**src/rtl/mm_pkg.sv**
```systemverilog
// Shared definitions for the matrix-multiply Wishbone master and the accelerator slave.
package mm_pkg;

    localparam logic [31:0] ACC_WR_ADDR = 32'h3830_0000;
    localparam logic [31:0] ACC_RD_ADDR = 32'h3830_0010;
    localparam int unsigned TMO_W       = 8;

    typedef enum logic [2:0] {
        StIdle,
        StRdSrc,
        StWrAcc,
        StWaitDone,
        StRdAcc,
        StWrDst,
        StFinish,
        StError
    } mm_state_e;

    function automatic logic [31:0] word_addr(input logic [31:0] base, input logic [31:0] idx);
        return base + (idx << 2);
    endfunction

endpackage

```
**src/rtl/mm_wb_master_if.sv**
```systemverilog
// Wishbone initiator/target signal bundle.
interface mm_wb_master_if;
    logic        cyc;
    logic        stb;
    logic        we;
    logic [3:0]  sel;
    logic [31:0] adr;
    logic [31:0] wdat;
    logic [31:0] rdat;
    logic        ack;

    modport master (output cyc, stb, we, sel, adr, wdat, input rdat, ack);
    modport slave  (input cyc, stb, we, sel, adr, wdat, output rdat, ack);
endinterface

```
**src/rtl/mm_wb_access.sv**
```systemverilog
// Single-access Wishbone engine: holds stb until ack, forces a one-cycle gap after each
// access, and flags a timeout when stb stays unacknowledged for TIMEOUT cycles.
module mm_wb_access
    import mm_pkg::*;
#(
    parameter int unsigned TIMEOUT = 255
) (
    input  logic        clk,
    input  logic        rst,
    input  logic        req,
    input  logic        we,
    input  logic [31:0] adr,
    input  logic [31:0] wdata,
    output logic [31:0] rdata,
    output logic        done,
    output logic        timeout,
    mm_wb_master_if.master bus
);

    logic             gap_q;
    logic [TMO_W-1:0] tmo_q, tmo_d;
    logic             stb;

    // The slave counts rising edges of stb, so every access is followed by one idle cycle.
    assign stb     = req & ~gap_q;
    assign done    = stb & bus.ack;
    assign timeout = stb & ~bus.ack & (tmo_q == TMO_W'(TIMEOUT - 1));

    always_comb begin
        tmo_d = '0;
        if (stb && !bus.ack) begin
            tmo_d = tmo_q + 1'b1;
        end
    end

    always_ff @(posedge clk or posedge rst) begin
        if (rst) begin
            gap_q <= 1'b0;
            tmo_q <= '0;
        end else begin
            gap_q <= done;
            tmo_q <= tmo_d;
        end
    end

    assign bus.cyc  = stb;
    assign bus.stb  = stb;
    assign bus.we   = stb & we;
    assign bus.sel  = stb ? 4'hF : 4'h0;
    assign bus.adr  = stb ? adr : 32'h0;
    assign bus.wdat = (stb && we) ? wdata : 32'h0;
    assign rdata    = bus.rdat;

endmodule

```
**src/rtl/mm_wb_master.sv**
```systemverilog
// Phase sequencer: copies N_IN source words into the accelerator, waits for done,
// then copies N_OUT results to the destination region.
module mm_wb_master
    import mm_pkg::*;
#(
    parameter int unsigned N_IN    = 32,
    parameter int unsigned N_OUT   = 16,
    parameter int unsigned TIMEOUT = 255
) (
    input  logic        wb_clk_i,
    input  logic        wb_rst_i,
    input  logic        start_i,
    input  logic [31:0] src_base_i,
    input  logic [31:0] dst_base_i,
    input  logic        acc_done_i,
    output logic        busy_o,
    output logic        done_o,
    output logic        err_o,
    mm_wb_master_if.master wbm
);

    localparam int unsigned NMax = (N_IN > N_OUT) ? N_IN : N_OUT;
    localparam int unsigned IdxW = (NMax > 1) ? $clog2(NMax) : 1;

    mm_state_e        state_q, state_d;
    logic [IdxW-1:0]  idx_q, idx_d;
    logic [31:0]      src_q, src_d;
    logic [31:0]      dst_q, dst_d;
    logic [31:0]      hold_q, hold_d;
    logic             err_q, err_d;

    logic             acc_req;
    logic             acc_we;
    logic [31:0]      acc_adr;
    logic [31:0]      acc_rdata;
    logic             xfer_done;
    logic             xfer_tmo;

    mm_wb_access #(
        .TIMEOUT(TIMEOUT)
    ) u_access (
        .clk     (wb_clk_i),
        .rst     (wb_rst_i),
        .req     (acc_req),
        .we      (acc_we),
        .adr     (acc_adr),
        .wdata   (hold_q),
        .rdata   (acc_rdata),
        .done    (xfer_done),
        .timeout (xfer_tmo),
        .bus     (wbm)
    );

    always_comb begin
        state_d = state_q;
        idx_d   = idx_q;
        src_d   = src_q;
        dst_d   = dst_q;
        hold_d  = hold_q;
        err_d   = err_q;
        acc_req = 1'b0;
        acc_we  = 1'b0;
        acc_adr = 32'h0;

        unique case (state_q)
            StIdle: begin
                if (start_i) begin
                    src_d   = src_base_i;
                    dst_d   = dst_base_i;
                    idx_d   = '0;
                    err_d   = 1'b0;
                    state_d = StRdSrc;
                end
            end
            StRdSrc: begin
                acc_req = 1'b1;
                acc_adr = word_addr(src_q, 32'(idx_q));
                if (xfer_done) begin
                    hold_d  = acc_rdata;
                    state_d = StWrAcc;
                end
            end
            StWrAcc: begin
                acc_req = 1'b1;
                acc_we  = 1'b1;
                acc_adr = ACC_WR_ADDR;
                if (xfer_done) begin
                    if (idx_q == IdxW'(N_IN - 1)) begin
                        idx_d   = '0;
                        state_d = StWaitDone;
                    end else begin
                        idx_d   = idx_q + 1'b1;
                        state_d = StRdSrc;
                    end
                end
            end
            StWaitDone: begin
                if (acc_done_i) begin
                    state_d = StRdAcc;
                end
            end
            StRdAcc: begin
                acc_req = 1'b1;
                acc_adr = ACC_RD_ADDR;
                if (xfer_done) begin
                    hold_d  = acc_rdata;
                    state_d = StWrDst;
                end
            end
            StWrDst: begin
                acc_req = 1'b1;
                acc_we  = 1'b1;
                acc_adr = word_addr(dst_q, 32'(idx_q));
                if (xfer_done) begin
                    if (idx_q == IdxW'(N_OUT - 1)) begin
                        idx_d   = '0;
                        state_d = StFinish;
                    end else begin
                        idx_d   = idx_q + 1'b1;
                        state_d = StRdAcc;
                    end
                end
            end
            StFinish: state_d = StIdle;
            StError:  state_d = StIdle;
            default:  state_d = StIdle;
        endcase

        // An unacknowledged access aborts the whole job.
        if (xfer_tmo) begin
            err_d   = 1'b1;
            state_d = StError;
        end
    end

    always_ff @(posedge wb_clk_i or posedge wb_rst_i) begin
        if (wb_rst_i) begin
            state_q <= StIdle;
            idx_q   <= '0;
            src_q   <= 32'h0;
            dst_q   <= 32'h0;
            hold_q  <= 32'h0;
            err_q   <= 1'b0;
        end else begin
            state_q <= state_d;
            idx_q   <= idx_d;
            src_q   <= src_d;
            dst_q   <= dst_d;
            hold_q  <= hold_d;
            err_q   <= err_d;
        end
    end

    assign busy_o = (state_q == StRdSrc) || (state_q == StWrAcc) || (state_q == StWaitDone) ||
                    (state_q == StRdAcc) || (state_q == StWrDst);
    assign done_o = (state_q == StFinish);
    assign err_o  = err_q;

endmodule

```
**src/flat_wrapper.sv**
```systemverilog
// flat-port wrapper written by rule: the top's interface ports become plain ports
module mm_wb_master_flat import mm_pkg::*;
#(
    parameter int unsigned N_IN    = 32,
    parameter int unsigned N_OUT   = 16,
    parameter int unsigned TIMEOUT = 255
)
  (wb_clk_i, wb_rst_i, start_i, src_base_i, dst_base_i, acc_done_i, busy_o, done_o, err_o, wbm_cyc, wbm_stb, wbm_we, wbm_sel, wbm_adr, wbm_wdat, wbm_rdat, wbm_ack);
  mm_wb_master_if wbm_i ();
  input  logic wb_clk_i;
  input  logic wb_rst_i;
  input  logic start_i;
  input  logic [31:0] src_base_i;
  input  logic [31:0] dst_base_i;
  input  logic acc_done_i;
  output logic busy_o;
  output logic done_o;
  output logic err_o;
  output wire logic [$bits(wbm_i.cyc)-1:0] wbm_cyc;
  output wire logic [$bits(wbm_i.stb)-1:0] wbm_stb;
  output wire logic [$bits(wbm_i.we)-1:0] wbm_we;
  output wire logic [$bits(wbm_i.sel)-1:0] wbm_sel;
  output wire logic [$bits(wbm_i.adr)-1:0] wbm_adr;
  output wire logic [$bits(wbm_i.wdat)-1:0] wbm_wdat;
  input wire logic [$bits(wbm_i.rdat)-1:0] wbm_rdat;
  input wire logic [$bits(wbm_i.ack)-1:0] wbm_ack;
  assign wbm_cyc = wbm_i.cyc;
  assign wbm_stb = wbm_i.stb;
  assign wbm_we = wbm_i.we;
  assign wbm_sel = wbm_i.sel;
  assign wbm_adr = wbm_i.adr;
  assign wbm_wdat = wbm_i.wdat;
  assign wbm_i.rdat = wbm_rdat;
  assign wbm_i.ack = wbm_ack;
  mm_wb_master #(.N_IN(N_IN), .N_OUT(N_OUT), .TIMEOUT(TIMEOUT)) u_core (.wb_clk_i(wb_clk_i), .wb_rst_i(wb_rst_i), .start_i(start_i), .src_base_i(src_base_i), .dst_base_i(dst_base_i), .acc_done_i(acc_done_i), .busy_o(busy_o), .done_o(done_o), .err_o(err_o), .wbm(wbm_i));
endmodule
```
**config.mk**
```make
export PLATFORM = sky130hd
export DESIGN_NAME = mm_wb_master_flat
export DESIGN_NICKNAME = d
export VERILOG_FILES = /design/src/rtl/mm_pkg.sv /design/src/rtl/mm_wb_master_if.sv /design/src/rtl/mm_wb_access.sv /design/src/rtl/mm_wb_master.sv /design/src/flat_wrapper.sv
export SDC_FILE = /design/constraint.sdc
export NUM_CORES = 1
export LEC_CHECK = 0
export BUFFER_PORTS_ARGS = -buffer_cell sky130_fd_sc_hd__buf_2
export CAP_MARGIN = 20
export CORE_MARGIN = 5
export CORE_UTILIZATION = 43
export CTS_CLUSTER_SIZE = 16
export DETAILED_ROUTE_END_ITERATION = 10
export PLACE_DENSITY = 0.73
export SETUP_SLACK_MARGIN = 0.1
export SKIP_CTS_REPAIR_TIMING = 1
export SYNTH_ARGS = -nofsm -noshare
export SYNTH_HDL_FRONTEND = slang
export SYNTH_SLANG_ARGS = --single-unit
```
**constraint.sdc**
```tcl
create_clock -name wb_clk_i -period 4.85 [get_ports wb_clk_i]
set_input_delay 1.455 -clock wb_clk_i [delete_from_list [all_inputs] [get_ports wb_clk_i]]
set_output_delay 1.455 -clock wb_clk_i [all_outputs]
set_load 0.005 [all_outputs]
```
==> summary.md, run 1 <==
| Metric | Value |
|---|---|
| Worst min-delay path class | register to register |
| Design Power | 0.00507 W |
| Setup violators final | 0 |
| Asr flop ratio synth | 100% |
| I/O pins | 175 |
| Peak VDD IR | 0.332 mV |
| Met3 WL | 925 µm |
| Switching pwr | 0.00195 W |
| WL final | 17.6 mm |
| Synth Cell Area | 6330 µm² |
| Minimum clock period after layout | 4.60 ns |
| Worst Hold Depth | 2 |
| Wl on met1 | 7.69 mm |
| Status | completed |
| GRT Overall Usage | 20.0% |
| Final worst-path cycle share | 94.8% |
| Die W | 131 µm |
| Placed cell areas | 7340 µm² |
| Worst r2r path cells | 6 |
| Power Dens Cells | 627 nW/µm² |
| Switching share of power | 38.4% |
| RePlAce Congestion | 0.847 |
| First-pass GRT wire length | 28.6 mm |
| Grt total ovfl | 0 |
| RR Endpoint | u_core.state_q[2] |
| Die area | 17200 µm² |
| Antenna-violating nets left | 0 |
| Number of synthesized flops with an enable pin | 0 |
| Critical path class | register to output pin |
| MaxCap Viol Count | 0 |
| Routed wire length per instance | 16.1 µm |
| Clock-pin transition on the worst setup and hold timing paths | 0.06 ns |
| Htree depth | 4 |
| RSZ-0062 raised after global routing | false |
| Die Y-Extent | 131 µm |
| Synth area leader | dfrtp_1 |
| Cell area after layout | 8080 µm² |
| Synth area leaders | dfrtp_1 45%, nand2_1 14%, mux2_2 6.2% |
| Hold Path Origin | u_core.src_q[31] |
| Max Freq | 0.217 GHz |
| Site row count | 44 |
| Starting Density | 43.7% |
| Endpoint type of the worst setup path | output pin |
| Leakage power | 4.09 nW |
| CTS Buffer Depth | 2 |
| Clock root cell | clkbuf_16 |
| Via count | 5703 |
| TritonCTS clock tree | built |
| Reg2Reg Setup Slack | 2.33 ns |
| Port Buffers | 174 |
| Post-synthesis cell type count | 59 |
| Metal2 WL | 8.66 mm |
| Slew Viols, Final | 0 |
| Rel. slew slack | 43.5% |
| Core Util, Final | 55.8% |
| Core box area | 14500 µm² |
| Worst-Skew Late Latency | 0.41 ns |
| Comb power frac | 43.2% |
| CP Launch Type | register |
| Synthesized area per cell | 8.73 µm² |
| Syn Nets | 839 |
| Reg power frac | 33.9% |
| Post-synthesis cell count | 725 |
| #FFs+latches synth | 114 |
| Number of global-route vias before repair | 5512 |
| CP max FO | 8 |
| Clock network power share | 22.9% |
| Worst EP required | 3.39 ns |
| Final hold violations | 0 |
| Max Used Layer | met4 |
| Commonest cells after routing, fill and taps aside | 226 x nand2_1, 175 x buf_2, 114 x dfrtp_1 |
| Most common cell after layout, fill and taps aside | nand2_1 |
| Area grow syn2layout | 27.7% |
| Syn. warnings | 0 |
| R2R Path Start | u_core.state_q[2] |
| WHS Endpoint | u_core.src_q[31] |
| Share of the synthesized area in the top cell type | 45.1% |
| Slew @ Worst Pin | 0.844 ns |
| DRT iter0 DRCs | 475 |
| Via/cell ratio | 5.22 |
| Largest net degree at the start of global routing | 66 |
| Seq/Total Area, Yosys | 45.1% |
| CTS sink cnt | 114 |
| Top FF cell, synth | dfrtp_1 |
| Post-DP HPWL | 12.3 mm |
| Initial antenna violation count | 1 |
| Inserted Clock Buffers | 17 |
| 1st-pass router iterations | 5 |
| DRC violations left | 0 |
| Layout cells sized above 1 | 30.7% |
| CP Data Arrival Time | 3.14 ns |
| Nets | 1011 |
| Setup Skew | 0.0153 ns |
| Int Pwr | 0.00312 W |
==> cells in the mapped netlist (3+ instances only) <==
| cell | number |
|---|---|
| a31oi_1 | 4 |
| xnor2_1 | 10 |
| xor2_1 | 8 |
| nand4_1 | 4 |
| nand2b_1 | 6 |
| ha_1 | 12 |
| o21ai_0 | 9 |
| a21oi_1 | 17 |
| or4b_1 | 4 |
| and3_1 | 13 |
| and2_1 | 38 |
| clkbuf_1 | 25 |
| o311ai_1 | 3 |
| nor2_1 | 42 |
| buf_4 | 5 |
| a211oi_1 | 4 |
| o211ai_1 | 3 |
| buf_2 | 8 |
| nor3b_1 | 3 |
| nor4_1 | 3 |
| inv_1 | 7 |
| o2111ai_1 | 3 |
| mux2i_1 | 16 |
| dfrtp_1 | 114 |
| mux2_2 | 35 |
| nand2_1 | 228 |
| nor3_1 | 17 |
| buf_1 | 5 |
| nand3_1 | 31 |
| o21ai_1 | 3 |
| a21o_1 | 4 |
| a221oi_1 | 3 |
==> state kept, by name, summed over array words and instances (netlist names) <==
signal                 count
u_core.idx_q               5
u_core.u_access.gap_q      1
u_core.src_q              32
u_core.state_q             3
u_core.hold_q             32
u_core.dst_q              32
u_core.u_access.tmo_q      8
u_core.err_o               1
==> worst max-delay path by stage <==
stage | endpoint | startpoint | slack (ns) | depth (start not counted)
final | wbm_adr[24] | u_core.state_q[1] | 0.25 | 10
after global routing | wbm_adr[25] | u_core.state_q[1] | 0.09 | 11
after CTS | wbm_adr[24] | u_core.state_q[1] | -0.05 | 10
after detailed placement | wbm_adr[31] | u_core.state_q[1] | 0.40 | 10
after global placement | wbm_adr[24] | u_core.state_q[1] | 0.52 | 10
after floorplan | wbm_adr[31] | u_core.state_q[1] | 0.26 | 14
==> worst max-delay path, stage by stage, from the launching register on <==
cell and delay, ns:
dfrtp_1 0.37, nand3b_1 0.30, nand2_1 0.13, nand2_1 0.10, ha_4 0.31, and3_4 0.20
a221o_2 0.26, o2111ai_4 0.18, or4_1 0.53, and3_1 0.21, buf_2 0.13
==> routing by layer <==
metal	vias to the layer above	GRT usage [%]
li1	2799	-
met1	2693	26.6
met2	183	32.9
met3	28	4.13
met4	0	6.00
met5	-	0
==> kinds of logic (layout without fill, tap and decap cells) <==
family / Yosys count / in the layout / share of synthesized area (%)
AO/OA/AOI/OAI: 75 / 75 / 8.12
XOR/XNOR: 18 / 18 / 2.49
flip-flops: 114 / 114 / 45.1
multiplexers: 54 / 54 / 9.47
buffers and inverters: 51 / 234 / 3.60
other: 0 / 1 / 0
AND/OR/NAND/NOR: 400 / 400 / 28.6
adder cells (fa/ha/maj): 13 / 13 / 2.69
==> power by group through the flow <==
| stage | combinational, W | sequential, W | clock, W |
|---|---|---|---|
| 2_1_floorplan | 0.00149 | 0.00161 | 0 |
| 3_3_place_gp | 0.00203 | 0.00170 | 0 |
| 3_5_place_dp | 0.00207 | 0.00171 | 0 |
| 4_1_cts | 0.00209 | 0.00170 | 0.00118 |
| 5_1_grt | 0.00246 | 0.00177 | 0.00122 |
| 6_report | 0.00219 | 0.00172 | 0.00116 |
==> cell type report <==
cell class	instances	area, µm²
multi-input combinational	560	3360
clock inverter	5	52.6
fill	1292	6390
antenna	1	2.50
timing repair buffer	197	1070
clock buffer	25	495
sequential	114	2850
inverter	7	28.8
tap	184	230
==> metrics by stage <==
stage               worst slack [ns]  hold slack, ns  cells  TNS [ns]
CTS                          -0.0540           0.477   1081    -0.100
floorplan                      0.260           0.445    725         0
detailed placement             0.395           0.463   1051         0
global route                  0.0928           0.506   1093         0
finish                         0.250           0.478   1093         0
global placement               0.516           0.461   1051         0
Power figures use the tool's default switching activity.
==> run 2: changes to the inputs <==
RECOVER_POWER = 100   (was not set)
==> run 2 against run 1 <==
  * The run now ends with capacitance limit, slew limit left
  * Clock power about the same
  * Final cell count unchanged
  * Wire length about the same
  * Total power decreased by 1.0%
  * Critical path depth unchanged
  * Sequential cell count unchanged
  * Die area stayed put
  * Critical path type unchanged
==> summary.md, run 2 (same netlist as run 1, synthesis figures left out) <==
| Metric | Value |
|---|---|
| Status | finished with violations |
| Failing checks | capacitance limit, slew limit |
| DRT iter0 DRCs | 509 |
| Final worst-path cycle share | 95.5% |
| Max Used Layer | met4 |
| Site row count | 44 |
| Post-DP HPWL | 12.3 mm |
| Most used cell, CP | nand2_1 |
| Grt total ovfl | 0 |
| Routed wire length per instance | 16.1 µm |
| Slew @ Worst Pin | 2.87 ns |
| TritonCTS clock tree | built |
| Crit path cell chain | nand3b_1 -> nand2_1 -> nand2_1 -> ha_4 -> and3_4 -> a221o_2 -> o2111ai_2 -> or4_1 -> and3_1 -> buf_2 |
| Largest net degree at the start of global routing | 66 |
| RePlAce Congestion | 0.847 |
| DRC violations left | 0 |
| R2R Path Start | u_core.state_q[2] |
| Rel. slew slack | -91.5% |
| Clock root cell | clkbuf_16 |
| Die Y-Extent | 131 µm |
| Worst Hold Depth | 2 |
| Top flop regs | u_core.dst_q (32), u_core.hold_q (32), u_core.src_q (32) |
| Endpoint type of the worst setup path | output pin |
| Port Buffers | 174 |
| Via count | 5704 |
| Final hold violations | 0 |
| Metal2 WL | 8.71 mm |
| Max Freq | 0.216 GHz |
| Setup violators final | 0 |
| Hold_ws | 0.479 ns |
| Worst EP required | 3.39 ns |
| Number of global-route vias before repair | 5512 |
| WL final | 17.6 mm |
| Peak VDD IR | 0.361 mV |
| Wl on met1 | 7.59 mm |
| Worst r2r path cells | 7 |
| GRT Overall Usage | 20.0% |
| RSZ-0062 raised after global routing | false |
| Initial antenna violation count | 1 |
| Cell area after layout | 7970 µm² |
| Nets | 1011 |
| Crit path largest cell delay | 0.55 ns |
| Crit. Startpoint | u_core.state_q[1] |
| Commonest cells after routing, fill and taps aside | 227 x nand2_1, 125 x buf_2, 114 x dfrtp_1 |
| Core box area | 14500 µm² |
| Die W | 131 µm |
| CP Data Arrival Time | 3.18 ns |
| CTS sink cnt | 114 |
| Inserted Clock Buffers | 17 |
| Setup Skew | 0.0135 ns |
| FILL cells | 1331 |
| Met3 WL | 1.01 mm |
| Htree depth | 4 |
| Setup ws final | 0.219 ns |
| CTS Buffer Depth | 2 |
| Minimum clock period after layout | 4.63 ns |
| Most common cell after layout, fill and taps aside | nand2_1 |
| Crit-path slowest cell | or4_1 |
| Starting Density | 43.7% |
| Slew Viols, Final | 185 |
| Worst min-delay path class | register to register |
| Leakage power | 3.86 nW |
| MaxCap Viol Count | 4 |
| I/O pins | 175 |
| Core Util, Final | 55.1% |
| Worst-Skew Late Latency | 0.41 ns |
| Clock-pin transition on the worst setup and hold timing paths | 0.06 ns |
| Layout cells sized above 1 | 24.2% |
| 1st-pass router iterations | 5 |
| Hold Path Origin | u_core.src_q[31] |
| First-pass GRT wire length | 28.6 mm |
| CP Launch Type | register |
| CP max FO | 8 |
| Via/cell ratio | 5.22 |
| Area grow syn2layout | 25.9% |
| Placed cell areas | 7340 µm² |
| Critical path class | register to output pin |
| Power Dens Cells | 629 nW/µm² |
| Place WS | 0.395 ns |
| Die area | 17200 µm² |
| Antenna-violating nets left | 0 |
run 2: cell types whose count changed in the layout (fill, tap and decap cells not counted), sizes merged:
cell | before | now
clkbuf | 25 | 81
clkinvlp | 1 | 2
buf | 197 | 141
inv | 7 | 6
run 2: final timing paths:
path | to | slack [ns]
max | wbm_adr[24] | 0.22
min | u_core.src_q[31] | 0.48
max reg2reg | u_core.idx_q[3] | 1.06
min reg2reg | u_core.src_q[31] | 0.48
max in group asynchronous | u_core.src_q[1] | 0.84
min in group asynchronous | u_core.hold_q[10] | 1.74
run 2: per-layer routing:
layer  vias up  track usage, %
li1       2808               -
met1      2686            26.6
met2       186            32.9
met3        24            4.13
met4         0            6.00
met5         -               0
run 2: area by class of cell:
class	count	area, µm²	area share [%]
Clock buffer	25	495	6.22
Antenna cell	1	2.50	0.0314
Clock inverter	5	52.6	0.659
Timing Repair Buffer	197	970	12.2
Sequential cell	114	2850	35.8
Inverter	7	27.5	0.345
Multi-Input combinational cell	560	3340	41.9
Tap cell	184	230	2.89
run 2: power by group:
part	total [W]	switching (W)	internal, W
Clock	0.00116	0.000412	0.000749
Sequential	0.00172	0.000343	0.00138
Combinational	0.00214	0.00119	0.000944
Total	0.00502	0.00195	0.00307
run 2: worst max-delay path, delay by kind of cell, from the launching register on:
kind / cells / cell delay [ns]
AO/OA/AOI/OAI: 2 / 0.47
AND/OR/NAND/NOR: 6 / 1.49
buffers and inverters: 1 / 0.13
flip-flops: 1 / 0.37
adder cells (fa/ha/maj): 1 / 0.31
run 2: stage by stage:
stage | cells | setup TNS [ns] | power, W
3_5_place_dp | 1051 | 0 | 0.00378
3_3_place_gp | 1051 | 0 | 0.00374
5_1_grt | 1093 | 0 | 0.00541
4_1_cts | 1081 | -0.100 | 0.00497
2_1_floorplan | 725 | 0 | 0.00310
6_report | 1093 | 0 | 0.00502
